### src/rtl/instruction_fetch_unit_pkg.sv
// instruction_fetch_unit_pkg
// Shared core definitions for the simpleRisc fetch path: fetch FSM state
// encoding, reset PC and per-instruction PC step. Decode and the branch unit
// import the same PC arithmetic so all of them agree on word addressing.
package instruction_fetch_unit_pkg;

    localparam logic [31:0] IFU_RESET_PC = 32'h0000_0000;
    localparam logic [31:0] IFU_PC_INC   = 32'h0000_0001;

    typedef enum logic [2:0] {
        IFU_IDLE   = 3'd0,
        IFU_REQ    = 3'd1,
        IFU_WAIT   = 3'd2,
        IFU_HOLD   = 3'd3,
        IFU_HALTED = 3'd4
    } ifu_state_t;

    // Sequential PC step; wraps modulo 2^32.
    function automatic logic [31:0] pc_step(input logic [31:0] pc, input logic [31:0] inc);
        return pc + inc;
    endfunction

endpackage

### src/rtl/instruction_fetch_unit.sv
// instruction_fetch_unit
// Multi-cycle fetch stage: owns the program counter, issues one word-addressed
// request at a time, registers the returned word and hands pc/instruction to
// decode under valid/ready. Accepts redirects from execute and a level halt.
//
// Ports
//   clk, rst_n                      clock, async active-low reset
//   imem_req/imem_addr              request to instruction memory (from state/fetch_pc only)
//   imem_gnt                        request accepted this cycle
//   imem_rvalid/imem_rdata          returned instruction word
//   if_valid/if_ready               handshake to decode
//   if_pc/if_instruction            held instruction and its address
//   redirect/redirect_pc            flush and restart fetch at redirect_pc
//   halt                            stop issuing at the next request boundary
//
// state   | meaning
// IDLE    | post-reset bubble, no request
// REQ     | imem_req high at fetch_pc, waiting for grant
// WAIT    | request issued, waiting for rvalid (discarded if drop)
// HOLD    | if_valid high, waiting for downstream to consume
// HALTED  | no requests until redirect or reset
module instruction_fetch_unit
    import instruction_fetch_unit_pkg::*;
#(
    parameter logic [31:0] RESET_PC = IFU_RESET_PC,
    parameter logic [31:0] PC_INC   = IFU_PC_INC
) (
    input  logic        clk,
    input  logic        rst_n,
    output logic        imem_req,
    output logic [31:0] imem_addr,
    input  logic        imem_gnt,
    input  logic        imem_rvalid,
    input  logic [31:0] imem_rdata,
    output logic        if_valid,
    input  logic        if_ready,
    output logic [31:0] if_pc,
    output logic [31:0] if_instruction,
    input  logic        redirect,
    input  logic [31:0] redirect_pc,
    input  logic        halt
);

    ifu_state_t  state, state_next;
    logic [31:0] fetch_pc, fetch_pc_next;
    logic        drop, drop_next;
    logic        valid_next;
    logic        capture;

    always_ff @(posedge clk or negedge rst_n) begin
        if (!rst_n) begin
            state          <= IFU_IDLE;
            fetch_pc       <= RESET_PC;
            drop           <= 1'b0;
            if_valid       <= 1'b0;
            if_pc          <= 32'h0;
            if_instruction <= 32'h0;
        end else begin
            state    <= state_next;
            fetch_pc <= fetch_pc_next;
            drop     <= drop_next;
            if_valid <= valid_next;
            // fetch_pc is unchanged since issue whenever drop is clear,
            // so it still names the word being captured.
            if (capture) begin
                if_pc          <= fetch_pc;
                if_instruction <= imem_rdata;
            end
        end
    end

    always_comb begin
        state_next    = state;
        fetch_pc_next = fetch_pc;
        drop_next     = drop;
        valid_next    = if_valid;
        capture       = 1'b0;

        case (state)
            IFU_IDLE: state_next = IFU_REQ;
            IFU_REQ: begin
                if (imem_gnt) state_next = IFU_WAIT;
            end
            IFU_WAIT: begin
                if (imem_rvalid) begin
                    if (drop) begin
                        drop_next  = 1'b0;
                        state_next = halt ? IFU_HALTED : IFU_REQ;
                    end else begin
                        capture    = 1'b1;
                        valid_next = 1'b1;
                        state_next = IFU_HOLD;
                    end
                end
            end
            IFU_HOLD: begin
                if (if_ready) begin
                    valid_next    = 1'b0;
                    fetch_pc_next = pc_step(fetch_pc, PC_INC);
                    state_next    = halt ? IFU_HALTED : IFU_REQ;
                end
            end
            IFU_HALTED: valid_next = 1'b0;
            default: begin
                state_next = IFU_IDLE;
                valid_next = 1'b0;
                drop_next  = 1'b0;
            end
        endcase

        // Redirect overrides everything above; halt waits for the next boundary.
        if (redirect) begin
            fetch_pc_next = redirect_pc;
            capture       = 1'b0;
            valid_next    = 1'b0;
            case (state)
                IFU_REQ: begin
                    if (imem_gnt) begin
                        state_next = IFU_WAIT;
                        drop_next  = 1'b1;
                    end else begin
                        state_next = IFU_REQ;
                    end
                end
                IFU_WAIT: begin
                    if (imem_rvalid) begin
                        state_next = IFU_REQ;
                        drop_next  = 1'b0;
                    end else begin
                        state_next = IFU_WAIT;
                        drop_next  = 1'b1;
                    end
                end
                default: begin
                    state_next = IFU_REQ;
                    drop_next  = 1'b0;
                end
            endcase
        end
    end

    assign imem_req  = (state == IFU_REQ);
    assign imem_addr = fetch_pc;

endmodule

### config.mk
export PLATFORM = sky130hd
export DESIGN_NAME = instruction_fetch_unit
export DESIGN_NICKNAME = d
export VERILOG_FILES = /design/src/rtl/instruction_fetch_unit_pkg.sv /design/src/rtl/instruction_fetch_unit.sv
export SDC_FILE = /design/constraint.sdc
export NUM_CORES = 1
export LEC_CHECK = 0
export CAP_MARGIN = 20
export CORE_ASPECT_RATIO = 1.2
export CORE_MARGIN = 3
export CORE_UTILIZATION = 45
export DETAILED_ROUTE_END_ITERATION = 10
export HOLD_SLACK_MARGIN = 0.06
export PLACE_DENSITY = 0.9
export SYNTH_ARGS = -nofsm -noshare
export SYNTH_HDL_FRONTEND = slang
export SYNTH_SLANG_ARGS = --single-unit
export TNS_END_PERCENT = 30
### constraint.sdc
create_clock -name clk -period 2.2 [get_ports clk]
set_input_delay 0.44 -clock clk [delete_from_list [all_inputs] [get_ports clk]]
set_output_delay 0.44 -clock clk [all_outputs]
set_load 0.03 [all_outputs]
Word-level counts from Yosys, hierarchy flattened
Index checks and enable logic that the tools add are counted.
{"block": "totals", "mem_bits_ro": 0, "input_bits": 71, "wordCells": 53, "mem_count": 0, "latch_bits": 0, "ram_bits": 0, "regBits": 101}
{"block": "classes", "addsub": 1, "div_mod_pow": 0, "shifts": 0, "n_reduce_logical": 8, "muxes": 28, "bitwise": 0, "n_eq_ne": 10, "magnitude_cmp": 0, "mul": 0}
{"operator": "2-to-1 mux 32 bit", "n": 3}
{"operator": "adder 32 x 1 -> 32 bit (second input constant)", "n": 1}
{"operator": "2-to-1 mux 3 bit", "n": 6}
{"operator": "one-hot mux 3 bit (5 select lines)", "n": 1}
{"operator": "2-to-1 mux 1 bit", "n": 12}
{"operator": "inequality test 3 bit (second input constant)", "n": 3}
{"operator": "AND reduction 4 bit", "n": 2}
{"operator": "equality test 3 x 2 -> 1 bit (second input constant)", "n": 2}
{"operator": "one-hot mux 3 bit (2 select lines)", "n": 1}
{"operator": "2-to-1 mux 2 bit", "n": 2}
{"operator": "one-hot mux 1 bit (2 select lines)", "n": 2}
{"operator": "nonzero test 2 bit", "n": 2}
{"operator": "OR reduction 4 bit", "n": 1}
{"operator": "equality test 3 x 1 -> 1 bit (second input constant)", "n": 1}
{"operator": "equality test 3 bit (second input constant)", "n": 1}
{"operator": "logical NOT 3 bit", "n": 1}
{"operator": "inequality test 3 x 1 -> 1 bit (second input constant)", "n": 1}
{"operator": "one-hot mux 1 bit (3 select lines)", "n": 1}
{"operator": "inequality test 2 x 1 -> 1 bit (second input constant)", "n": 1}
{"operator": "inequality test 2 bit (second input constant)", "n": 1}
{"operator": "AND reduction 2 bit", "n": 1}
{"operator": "OR reduction 2 bit", "n": 1}

Depth between registers and ports, before layout
Gate-level depths: netlist of run 1.
{"block": "logic_depth", "ltp_word": 6, "ltp_mapped": 7, "ltp_nobuf": 6}

Worst setup path after synthesis of run 1
Ideal clock, no wire load.
{"block": "synth_path", "kind": "reg2reg", "start": "reg fetch_pc[0], in the netlist imem_addr[0]", "end": "reg fetch_pc[24], in the netlist imem_addr[24]", "setup_ns": 0.125, "stages_incl_launch_ff": 7, "arrival_time_ns": 1.944, "slack_ns": 0.131, "t_required_ns": 2.075, "period_less_slack_ns": 2.069, "cell_sequence": "dfrtp_1 ha_1 nand4_1 nor4_1 and4_1 xor2_1 mux2_2"}
{"block": "synth_between", "elab_chain_cells": 4}
{"item": "start, declared", "line": "instruction_fetch_unit.sv:45", "rtl": "logic [31:0] fetch_pc, fetch_pc_next;"}
{"item": "start signal, assigned", "line": "instruction_fetch_unit.sv:60", "rtl": "fetch_pc <= fetch_pc_next;"}
{"item": "adder 32 x 1 -> 32 bit", "line": "instruction_fetch_unit_pkg.sv:20", "rtl": "return pc + inc;"}
{"item": "2-to-1 mux 32 bit", "line": "instruction_fetch_unit.sv:97", "rtl": "if (if_ready) begin"}
{"item": "2-to-1 mux 32 bit", "line": "instruction_fetch_unit.sv:79", "rtl": "case (state)"}
{"item": "2-to-1 mux 32 bit", "line": "instruction_fetch_unit.sv:112", "rtl": "if (redirect) begin"}
No other way between the ends. The select of a mux whose other input is x is not followed.
A chain may end at the register's enable or synchronous reset.

Worst setup path after layout of run 1
{"block": "layout_path", "start": "in if_ready", "end": "reg fetch_pc[23], in the netlist imem_addr[23]"}
{"block": "layout_between", "elab_chain_cells": 2}
{"item": "start, declared", "line": "instruction_fetch_unit.sv:36", "rtl": "input logic if_ready,"}
{"item": "nonzero test 2 bit (no source line)"}
{"item": "AND reduction 2 bit (no source line)"}
No other way between the ends.

==> results of run 1 <==
kinds of logic (layout without fill, tap and decap cells):
| family | Yosys count | count (layout) | share of synthesized area |
|---|---|---|---|
| AOI/OAI and AO/OA | 51 | 51 | 0.06118 |
| adders and majority gates | 1 | 1 | 0.002718 |
| xor gates and xnor gates | 29 | 29 | 0.05519 |
| and+or+nand+nor | 121 | 121 | 0.1436 |
| DFF | 101 | 101 | 0.5492 |
| buffers and inverters | 21 | 207 | 0.02202 |
| muxes | 68 | 68 | 0.1661 |
registers in the layout (all words and copies together) (netlist names):
signal and cells:
if_instruction 32, if_pc 32, imem_addr 32, state 3, drop 1, if_valid 1
critical path: cells and delay by family:
family	cells	cell delay (ns)
AOI/OAI and AO/OA	1	0.07
xor gates and xnor gates	1	0.16
buffers and inverters	1	0.56
and+or+nand+nor	3	1.05
power groups by stage:
stage / Sequential [mW] / Combinational, mW / Clock, mW
finish: 2.86 / 3.59 / 1.67
global route: 2.94 / 3.78 / 1.77
CTS: 2.86 / 3.63 / 1.70
detailed placement: 2.89 / 3.62 / 0
global placement: 2.84 / 3.54 / 0
floorplan: 3.97 / 0.887 / 0
Yosys cell counts, types with 2 or more instances:
cell type,instances
xnor2_1,16
and4_1,4
nor2b_1,2
nor4_1,6
nor4_2,4
nand4_1,14
or2_2,2
nand2_1,42
clkbuf_1,9
inv_1,3
nor3_1,7
a32oi_1,2
o21ai_0,25
buf_2,6
nor2_1,11
and3_1,10
dfrtp_1,101
nand3_1,12
buf_6,2
o21ai_1,6
mux2_2,67
a21oi_1,11
xor2_1,13
repair_timing:
action                     4_1_cts  5_1_grt
setup endpoints to repair        1        4
hold buffers                     0        0
resized for setup                1        1
setup buffers                    0        0
final cells by class:
cell class	count	area [sq um]	area share
Tap cell	123	153.9	0.02250
Timing Repair Buffer	188	1848	0.2702
Clock buffer	10	229.0	0.03348
Clock inverter	6	87.58	0.01281
Multi-Input combinational cell	270	1982	0.2898
Sequential cell	101	2527	0.3696
Inverter	3	11.26	0.001647
metrics by stage:
stage / area (sq um) / utilization / instances / power, mW / hold slack [ns]
floorplan: 4602 / - / 392 / 4.861 / 0.1444
global placement: 6515 / 0.6676 / 685 / 6.378 / 0.4303
detailed placement: 6515 / 0.6676 / 685 / 6.511 / 0.4336
CTS: 6830 / 0.6999 / 701 / 8.189 / 0.06872
global route: 6839 / 0.7008 / 701 / 8.497 / 0.09435
finish: 6839 / 0.7008 / 701 / 8.120 / 0.05733
worst paths after layout:
path	end	slack (ns)	cells after the start	from
max	imem_addr[23]$_DFFE_PN0P_	0.12	6	if_ready
min	imem_addr[24]$_DFFE_PN0P_	0.06	1	rst_n
max reg2reg	imem_addr[23]$_DFFE_PN0P_	0.17	5	state[1]$_DFFE_PN0P_
min reg2reg	if_pc[31]$_DFFE_PN0P_	0.50	1	if_pc[31]$_DFFE_PN0P_
max in group asynchronous	imem_addr[1]$_DFFE_PN0P_	1.51	2	rst_n
min in group clk	if_pc[31]$_DFFE_PN0P_	0.50	1	if_pc[31]$_DFFE_PN0P_
routing by layer:
metal | up-vias | share of wire | GRT usage
li1 | 1764 | - | -
met1 | 1795 | 0.39 | 0.2536
met2 | 147 | 0.52 | 0.3744
met3 | 14 | 0.068 | 0.04327
met4 | 0 | 0.015 | 0.07923
met5 | - | 0 | 0
==> run metrics, run 1 <==
Worst Path Max Fanout 5; final hold violations 0; PwrDens 1187 nW/um^2; Logic pwr share 0.442; DRC 0; sw frac 0.3701; clk_lat worst skew 0.34 ns; Internal Power 5.115 mW; Crit Path Category in -> reg; Slew Limit Fails 0; Synth area leader dfrtp_1; Critical Path Slowest Stage Cell or4_4; pin count of the biggest net entering global routing 66; sequential-to-total area share from yosys stat 0.5492; Tot GR Track Use 0.2103; dpl ws -0.2484 ns; Yosys reg bits 101; cts bufs inserted 9; Max transition margin 0.6055; async set-reset flop share out of synthesis 1.000; vias post-DR 3720; layout cells sized above 1 0.1938; Die ar. 11480 sq um; Area contributors post-synth dfrtp_1 (55%), mux2_2 (16%), nand2_1 (3.4%); Setup Skew 0.006174 ns; Max-Cap Viols 0; achievable clock frequency 0.4810 GHz; area fraction of the dominant cell type after synthesis 0.5492; Syn Area/Cell 11.74 sq um; TritonCTS clock tree built; peak supply drop 0.6236 mV; Post-Syn Nets 464; Final WS setup 0.1209 ns; setup TNS 0 ns; Sink Count 101; final setup fails 0; Final Cycle Share 0.9450; Final min period 2.079 ns; Synth Warn # 0; status completed; Chip Height 116.8 microns; Crit. End Element flip-flop; Pleak 2.896 nW; fin nets 645; Root Buffer Master clkbuf_16; most frequent cells in the layout clkdlybuf4s50_1 (165), dfrtp_1 (101), mux2_2 (67); HP Class in -> async; CP arrival 2.29 ns; die width 98.32 microns; Total Routed Length 11950 microns; I/O Pins 169; Cells after Synth 392; Slew @ Worst Pin 0.5918 ns; remaining antenna violation count after routing 0; commonest non-fill, non-tap cell in the layout clkdlybuf4s50_1; cell area after synthesis 4602 sq um; # H-tree levels 3; Psw 3.005 mW; initial antenna violation count 0; Fill cells 691; Seq pwr share 0.352; worst path cell trace clkdlybuf4s50_1 > nand4b_4 > or4_4 > nor4_2 > xnor2_1 > o21ai_1; number of flops mapped to enable cells by yosys 0; Row Count 39; Yosys cell types 40; grt total ovfl 0; initial core utilization 0.4715; Routed WL per cell 17.04 microns; antenna cells 0; GP Congestion 0.8482; Core Region 9759 sq um; DP HPWL 8766 microns; number of global-route vias before repair 3855; WP data required 2.41 ns; Pre-antenna DRT Iters 4; Clock Power Share 0.206; crit-path max cell delay 0.61 ns; first-pass GRT wire length 19200 microns; Area Overhead vs Synth 48.61%; ys flop type dfrtp_1; Vias per Instance 5.307; Max Root-Sink Buffers 2; CP Launch Type input pin; # port buffers 168; Iter 0 DRT Violations 200; RSZ-0062 raised after global routing false; Clock Pin Slew Worst Setup and Hold Paths 0.07 ns
Note: power is estimated with default switching activity, not from simulation.
==> inputs of run 2 (changes only) <==
Settings changed: MAX_ROUTING_LAYER set to met4, SETUP_SLACK_MARGIN set to 0.5.
==> run 2 against run 1 <==
Against the previous run:
- global-route usage rose by 2.3 points
- clock power grew 3%
- hold slack better by 0.025 ns
- largest cell class unchanged
- register-to-register slack better by 0.13 ns
- total power up 1.6%
- critical path type is now reg -> reg
- clock skew rose by 0.0016 ns
- sequential power barely moved
- critical path depth down 1
- first-iteration DRC count grew 21%
- setup slack better by 0.18 ns
==> run metrics, run 2 (same netlist as run 1, synthesis figures left out) <==
CP Launch Type flip-flop (was input pin); Die ar. 11480 sq um (unchanged); grt total ovfl 0 (unchanged); Setup Skew 0.007771 ns (was 0.006174 ns); HP Class in -> async (unchanged); final hold violations 0 (unchanged); layout cells sized above 1 0.2905 (was 0.1938); CP top delay family simple AND/OR/NAND/NOR gates (unchanged); Clock Power Share 0.209 (was 0.206); number of global-route vias before repair 4137 (was 3855); first-pass GRT wire length 20910 microns (was 19200 microns); Crit Path Category reg -> reg (was in -> reg); Slew Limit Fails 0 (unchanged); DP HPWL 9275 microns (was 8766 microns); # H-tree levels 3 (unchanged); vias post-DR 3962 (was 3720); Crit. End Element flip-flop (unchanged); most frequent cells in the layout clkdlybuf4s50_1 (94), dfrtp_1 (83), mux2_2 (67) (was clkdlybuf4s50_1 (165), dfrtp_1 (101), mux2_2 (67)); Slew @ Worst Pin 0.6235 ns (was 0.5918 ns); fin cells 722 (was 701); initial core utilization 0.4715 (unchanged); Core Region 9759 sq um (unchanged); Inst Count DP 683 (was 685); Total Routed Length 13700 microns (was 11950 microns); GP Congestion 0.8991 (was 0.8482); Area Overhead vs Synth 58.89% (was 48.61%); Psw 3.109 mW (was 3.005 mW); Fill cells 639 (was 691); Logic pwr share 0.445 (was 0.442); Row Count 39 (unchanged); peak supply drop 0.6942 mV (was 0.6236 mV); cts bufs inserted 9 (unchanged); initial antenna violation count 0 (unchanged); die width 98.32 microns (unchanged); pin count of the biggest net entering global routing 66 (unchanged); Vias per Instance 5.488 (was 5.307); antenna cells 0 (unchanged); Iter 0 DRT Violations 241 (was 200); PwrDens 1129 nW/um^2 (was 1187 nW/um^2); Pre-antenna DRT Iters 4 (unchanged); Final min period 1.902 ns (was 2.079 ns); Worst Path Max Fanout 4 (was 5); Critical Path Slowest Stage Cell or4_4 (unchanged); Routed WL per cell 18.97 microns (was 17.04 microns); sum of buffers and inverters on the critical path 0 (was 1); remaining antenna violation count after routing 0 (unchanged); Sink Count 101 (unchanged); Seq pwr share 0.347 (was 0.352); Tot GR Track Use 0.2338 (was 0.2103); TritonCTS clock tree built (unchanged); final instance area 7312 sq um (was 6839 sq um); I/O Pins 169 (unchanged); Chip Height 116.8 microns (unchanged); CP arrival 2.11 ns (was 2.29 ns); final setup fails 0 (unchanged); Max transition margin 0.5843 (was 0.6055); Max-Cap Viols 0 (unchanged); Clock Pin Slew Worst Setup and Hold Paths 0.07 ns (about the same); Root Buffer Master clkbuf_16 (unchanged); clk_lat worst skew 0.34 ns (about the same); commonest non-fill, non-tap cell in the layout clkdlybuf4s50_1 (unchanged); Final WS setup 0.2982 ns (was 0.1209 ns); RSZ-0062 raised after global routing true (was false); sw frac 0.3767 (was 0.3701); fin nets 666 (was 645); crit-path max cell delay 0.66 ns (was 0.61 ns); Final Cycle Share 0.8644 (was 0.9450); Pleak 3.658 nW (was 2.896 nW); worst path cell trace nand4b_4 > or4_4 > nor4_4 > xnor2_1 > o21ai_1 (was clkdlybuf4s50_1 > nand4b_4 > or4_4 > nor4_2 > xnor2_1 > o21ai_1); dpl ws -0.1631 ns (was -0.2484 ns); DRC 0 (unchanged); status completed (unchanged); achievable clock frequency 0.5258 GHz (was 0.4810 GHz); # port buffers 168 (unchanged); placed instance area 6571 sq um (was 6515 sq um); Max Root-Sink Buffers 2 (unchanged); WP data required 2.40 ns (was 2.41 ns); Final Core Density 0.7492 (was 0.7008); Internal Power 5.143 mW (was 5.115 mW)
run 2: cell count changes in the layout (fill, tap and decap cells not counted), sizes merged, moves of 2 or more:
cell / before / now
clkdlybuf4s50: 165 / 94
buf: 22 / 43
clkbuf: 10 / 12
dlymetal6s2s: 0 / 34
clkdlybuf4s15: 0 / 5
dlygate4sd2: 1 / 32
run 2: final timing paths:
check	start	endpoint	slack, ns	cells after the start
setup reg to reg	state[2]$_DFFE_PN0P_	imem_addr[25]$_DFFE_PN0P_	0.30	5
setup / recovery	state[2]$_DFFE_PN0P_	imem_addr[25]$_DFFE_PN0P_	0.30	5
min in group clk	if_instruction[12]$_DFFE_PN0P_	if_instruction[12]$_DFFE_PN0P_	0.50	1
hold reg to reg	if_instruction[12]$_DFFE_PN0P_	if_instruction[12]$_DFFE_PN0P_	0.50	1
max in group asynchronous	rst_n	imem_addr[8]$_DFFE_PN0P_	1.46	2
hold / removal	rst_n	if_instruction[20]$_DFFE_PN0P_	0.08	1
run 2: layout make-up:
class / count / area [sq um] / share of cell area
clock buffers: 11 / 242.7 / 0.03320
clock inverters: 5 / 83.83 / 0.01146
inverters: 3 / 11.26 / 0.001540
multi-input cells: 270 / 2170 / 0.2967
flip-flops and latches: 101 / 2550 / 0.3487
well taps: 123 / 153.9 / 0.02105
repair buffers: 209 / 2101 / 0.2873
run 2: metal layers:
layer | up-vias | track usage | wire length, microns
met4 | 0 | 0.09199 | 171
met3 | 16 | 0.04090 | 941
met1 | 1953 | 0.2710 | 5455
met5 | - | - | 0
met2 | 185 | 0.4078 | 7127
li1 | 1808 | - | -
run 2: what timing repair did:
action	CTS	global route
setup endpoints to repair	188	164
gates resized for setup	76	49
hold buffers	0	0
setup buffers	10	12
pin swaps	11	6
cloned	0	1
run 2: per-stage QoR:
stage | total power, mW | TNS (ns) | hold WS [ns]
finish | 8.252 | 0 | 0.08253
global route | 8.627 | 0 | 0.1123
CTS | 8.266 | 0 | 0.09078
detailed placement | 6.526 | -1.302 | 0.4612
global placement | 6.384 | -0.5513 | 0.4548
floorplan | 4.872 | 0 | 0.1444
run 2: power by group through the flow:
stage / Clock (mW) / Sequential (mW) / Combinational [mW]
CTS: 1.75 / 2.87 / 3.65
detailed placement: 0 / 2.92 / 3.60
global placement: 0 / 2.86 / 3.52
global route: 1.82 / 2.94 / 3.87
finish: 1.72 / 2.86 / 3.67
floorplan: 0 / 3.98 / 0.891
==> inputs of run 3 (changes only) <==
Settings changed: CORE_UTILIZATION 45 to 55, DONT_BUFFER_PORTS set to 1, PLACE_DENSITY 0.9 to 0.79.
==> run 3 against run 2 <==
Against the previous run:
- die area is 17% lower
- setup slack better by 0.065 ns
- critical endpoint unchanged
- the flow now finishes with violations (hold timing)
- fmax is 3.5% higher
- largest power group is now sequential cells
==> run metrics, run 3 (same netlist as run 1, synthesis figures left out) <==
R2R setup slack 0.36 ns (was 0.30 ns); CP Launch Type flip-flop (unchanged); fin nets 513 (was 666); Iter 0 DRT Violations 274 (was 241); DRC 0 (unchanged); Logic pwr share 0.231 (was 0.445); Slew Limit Fails 0 (unchanged); RSZ-0062 raised after global routing true (unchanged); achievable clock frequency 0.5444 GHz (was 0.5258 GHz); Pleak 2.571 nW (was 3.658 nW); # port buffers 0 (was 168); Setup Skew 0.01149 ns (was 0.007771 ns); Final Core Density 0.7238 (was 0.7492); sw frac 0.4249 (was 0.3767); # H-tree levels 3 (unchanged); final hold violations 101 (was 0); Final Cycle Share 0.8350 (was 0.8644); Multi-input gate area 2257 sq um (was 2170 sq um); Max Root-Sink Buffers 2 (unchanged); Pre-antenna DRT Iters 4 (unchanged); Total Routed Length 12290 microns (was 13700 microns); Fill cells 514 (was 639); DP HPWL 7956 microns (was 9275 microns); Area Overhead vs Synth 24.66% (was 58.89%); Routed WL per cell 22.06 microns (was 18.97 microns); Tot GR Track Use 0.2489 (was 0.2338); most frequent cells in the layout dfrtp_1 (85), mux2_2 (66), nand2_1 (41), buf_4 (41), o21ai_0 (18) (was clkdlybuf4s50_1 (94), dfrtp_1 (83), mux2_2 (67)); setup TNS 0 ns (unchanged); Clock Pin Slew Worst Setup and Hold Paths 0.10 ns (was 0.07 ns); Core Region 7926 sq um (was 9759 sq um); layout cells sized above 1 0.4305 (was 0.2905); initial antenna violation count 0 (unchanged); number of global-route vias before repair 3432 (was 4137); Crit. End Element flip-flop (unchanged); I/O Pins 169 (unchanged); Row Count 35 (was 39); Psw 2.903 mW (was 3.109 mW); register area 2547 sq um (was 2550 sq um); remaining antenna violation count after routing 0 (unchanged); Max transition margin 0.7106 (was 0.5843); vias post-DR 3354 (was 3962); grt total ovfl 0 (unchanged); Crit Path Category reg -> reg (unchanged); Root Buffer Master clkbuf_8 (was clkbuf_16); first-pass GRT wire length 17720 microns (was 20910 microns); Sink Count 101 (unchanged); pin count of the biggest net entering global routing 102 (was 66); Final min period 1.837 ns (was 1.902 ns); clk_lat worst skew 0.36 ns (was 0.34 ns); Vias per Instance 6.022 (was 5.488); PwrDens 1191 nW/um^2 (was 1129 nW/um^2); WP data required 2.46 ns (was 2.40 ns); Seq pwr share 0.580 (was 0.347); Clock Power Share 0.189 (was 0.209); Max-Cap Viols 0 (unchanged); CP arrival 2.09 ns (was 2.11 ns); peak supply drop 0.7326 mV (was 0.6942 mV); cts bufs inserted 9 (unchanged); violated checks hold timing; status finished with violations (was completed); total power 6.832 mW (was 8.252 mW); HP Class in -> async (unchanged); Chip Height 106.2 microns (was 116.8 microns); antenna cells 0 (unchanged); Worst Path Max Fanout 5 (was 4); Slew @ Worst Pin 0.4341 ns (was 0.6235 ns); Die ar. 9505 sq um (was 11480 sq um); TritonCTS clock tree built (unchanged); commonest non-fill, non-tap cell in the layout dfrtp_1 (was clkdlybuf4s50_1); final setup fails 0 (unchanged); initial core utilization 0.5806 (was 0.4715); die width 89.50 microns (was 98.32 microns); GP Congestion 0.8822 (was 0.8991); Min Hold Slack -0.2405 ns (was 0.08253 ns); Internal Power 3.929 mW (was 5.143 mW)
==> run 3: cell count changes in the layout (fill, tap and decap cells not counted), sizes merged <==
| cell | before | now |
|---|---|---|
| buf | 43 | 53 |
| clkbuf | 12 | 13 |
| clkdlybuf4s15 | 5 | 0 |
| clkdlybuf4s50 | 94 | 0 |
| dlygate4sd2 | 32 | 0 |
| dlymetal6s2s | 34 | 0 |
| inv | 4 | 5 |
==> run 3: cell type report <==
type,count,area share
well taps,111,0.02421
clock inverters,6,0.01614
clock buffers,10,0.02225
multi-input cells,270,0.3935
flip-flops and latches,101,0.4441
inverters,3,0.001963
repair buffers,56,0.09793
==> run 3: what timing repair did <==
action,CTS,global route
pin swaps,16,21
cloned,0,3
gates resized for setup,34,37
setup buffers,9,11
hold endpoints to repair,101,101
setup endpoints to repair,48,93
==> run 3: worst max-delay path: stages, from the launching register on <==
cell and delay, ns:
dfrtp_2 0.42, buf_12 0.15, nand2_8 0.06, or4_4 0.55, buf_4 0.19, nor4_4 0.14
xnor2_1 0.14, o21ai_1 0.07
==> run 3: metrics by stage <==
step                      instances  setup slack [ns]  hold WS (ns)  instance area [sq um]
after floorplan                 392            0.3069        0.1444                   4662
after global placement          518            0.2873        0.1467                   4982
after detailed placement        518            0.2069        0.1466                   4982
after CTS                       543            0.4085       -0.2601                   5421
after global routing            557            0.3069       -0.2666                   5737
final                           557            0.3631       -0.2405                   5737
==> run 3: power by group through the flow <==
stage | registers [mW] | clock network (mW) | logic, mW
final | 3.96 | 1.29 | 1.58
after global routing | 4.06 | 1.39 | 1.70
after CTS | 3.96 | 1.32 | 1.41
after detailed placement | 3.99 | 0 | 1.30
after global placement | 3.95 | 0 | 1.24
after floorplan | 3.98 | 0 | 0.891
==> run 3: path summary, 6_finish.rpt <==
check	startpoint	endpoint	depth (start not counted)
worst max-delay path	imem_addr[1]$_DFFE_PN0P_	imem_addr[25]$_DFFE_PN0P_	7
worst min-delay path	rst_n	if_instruction[16]$_DFFE_PN0P_	0
max in group asynchronous	rst_n	imem_addr[20]$_DFFE_PN0P_	0
worst min register to register	drop$_DFF_PN0_	drop$_DFF_PN0_	1
worst max register to register	imem_addr[1]$_DFFE_PN0P_	imem_addr[25]$_DFFE_PN0P_	7
min in group clk	redirect	imem_addr[11]$_DFFE_PN0P_	1
==> run 3: routing by layer <==
layer,up-vias,wire [microns],GRT usage
met5,-,0,-
met4,0,266,0.08404
met3,27,1009,0.05969
met2,168,6312,0.4099
met1,1654,4698,0.2963
li1,1505,-,-
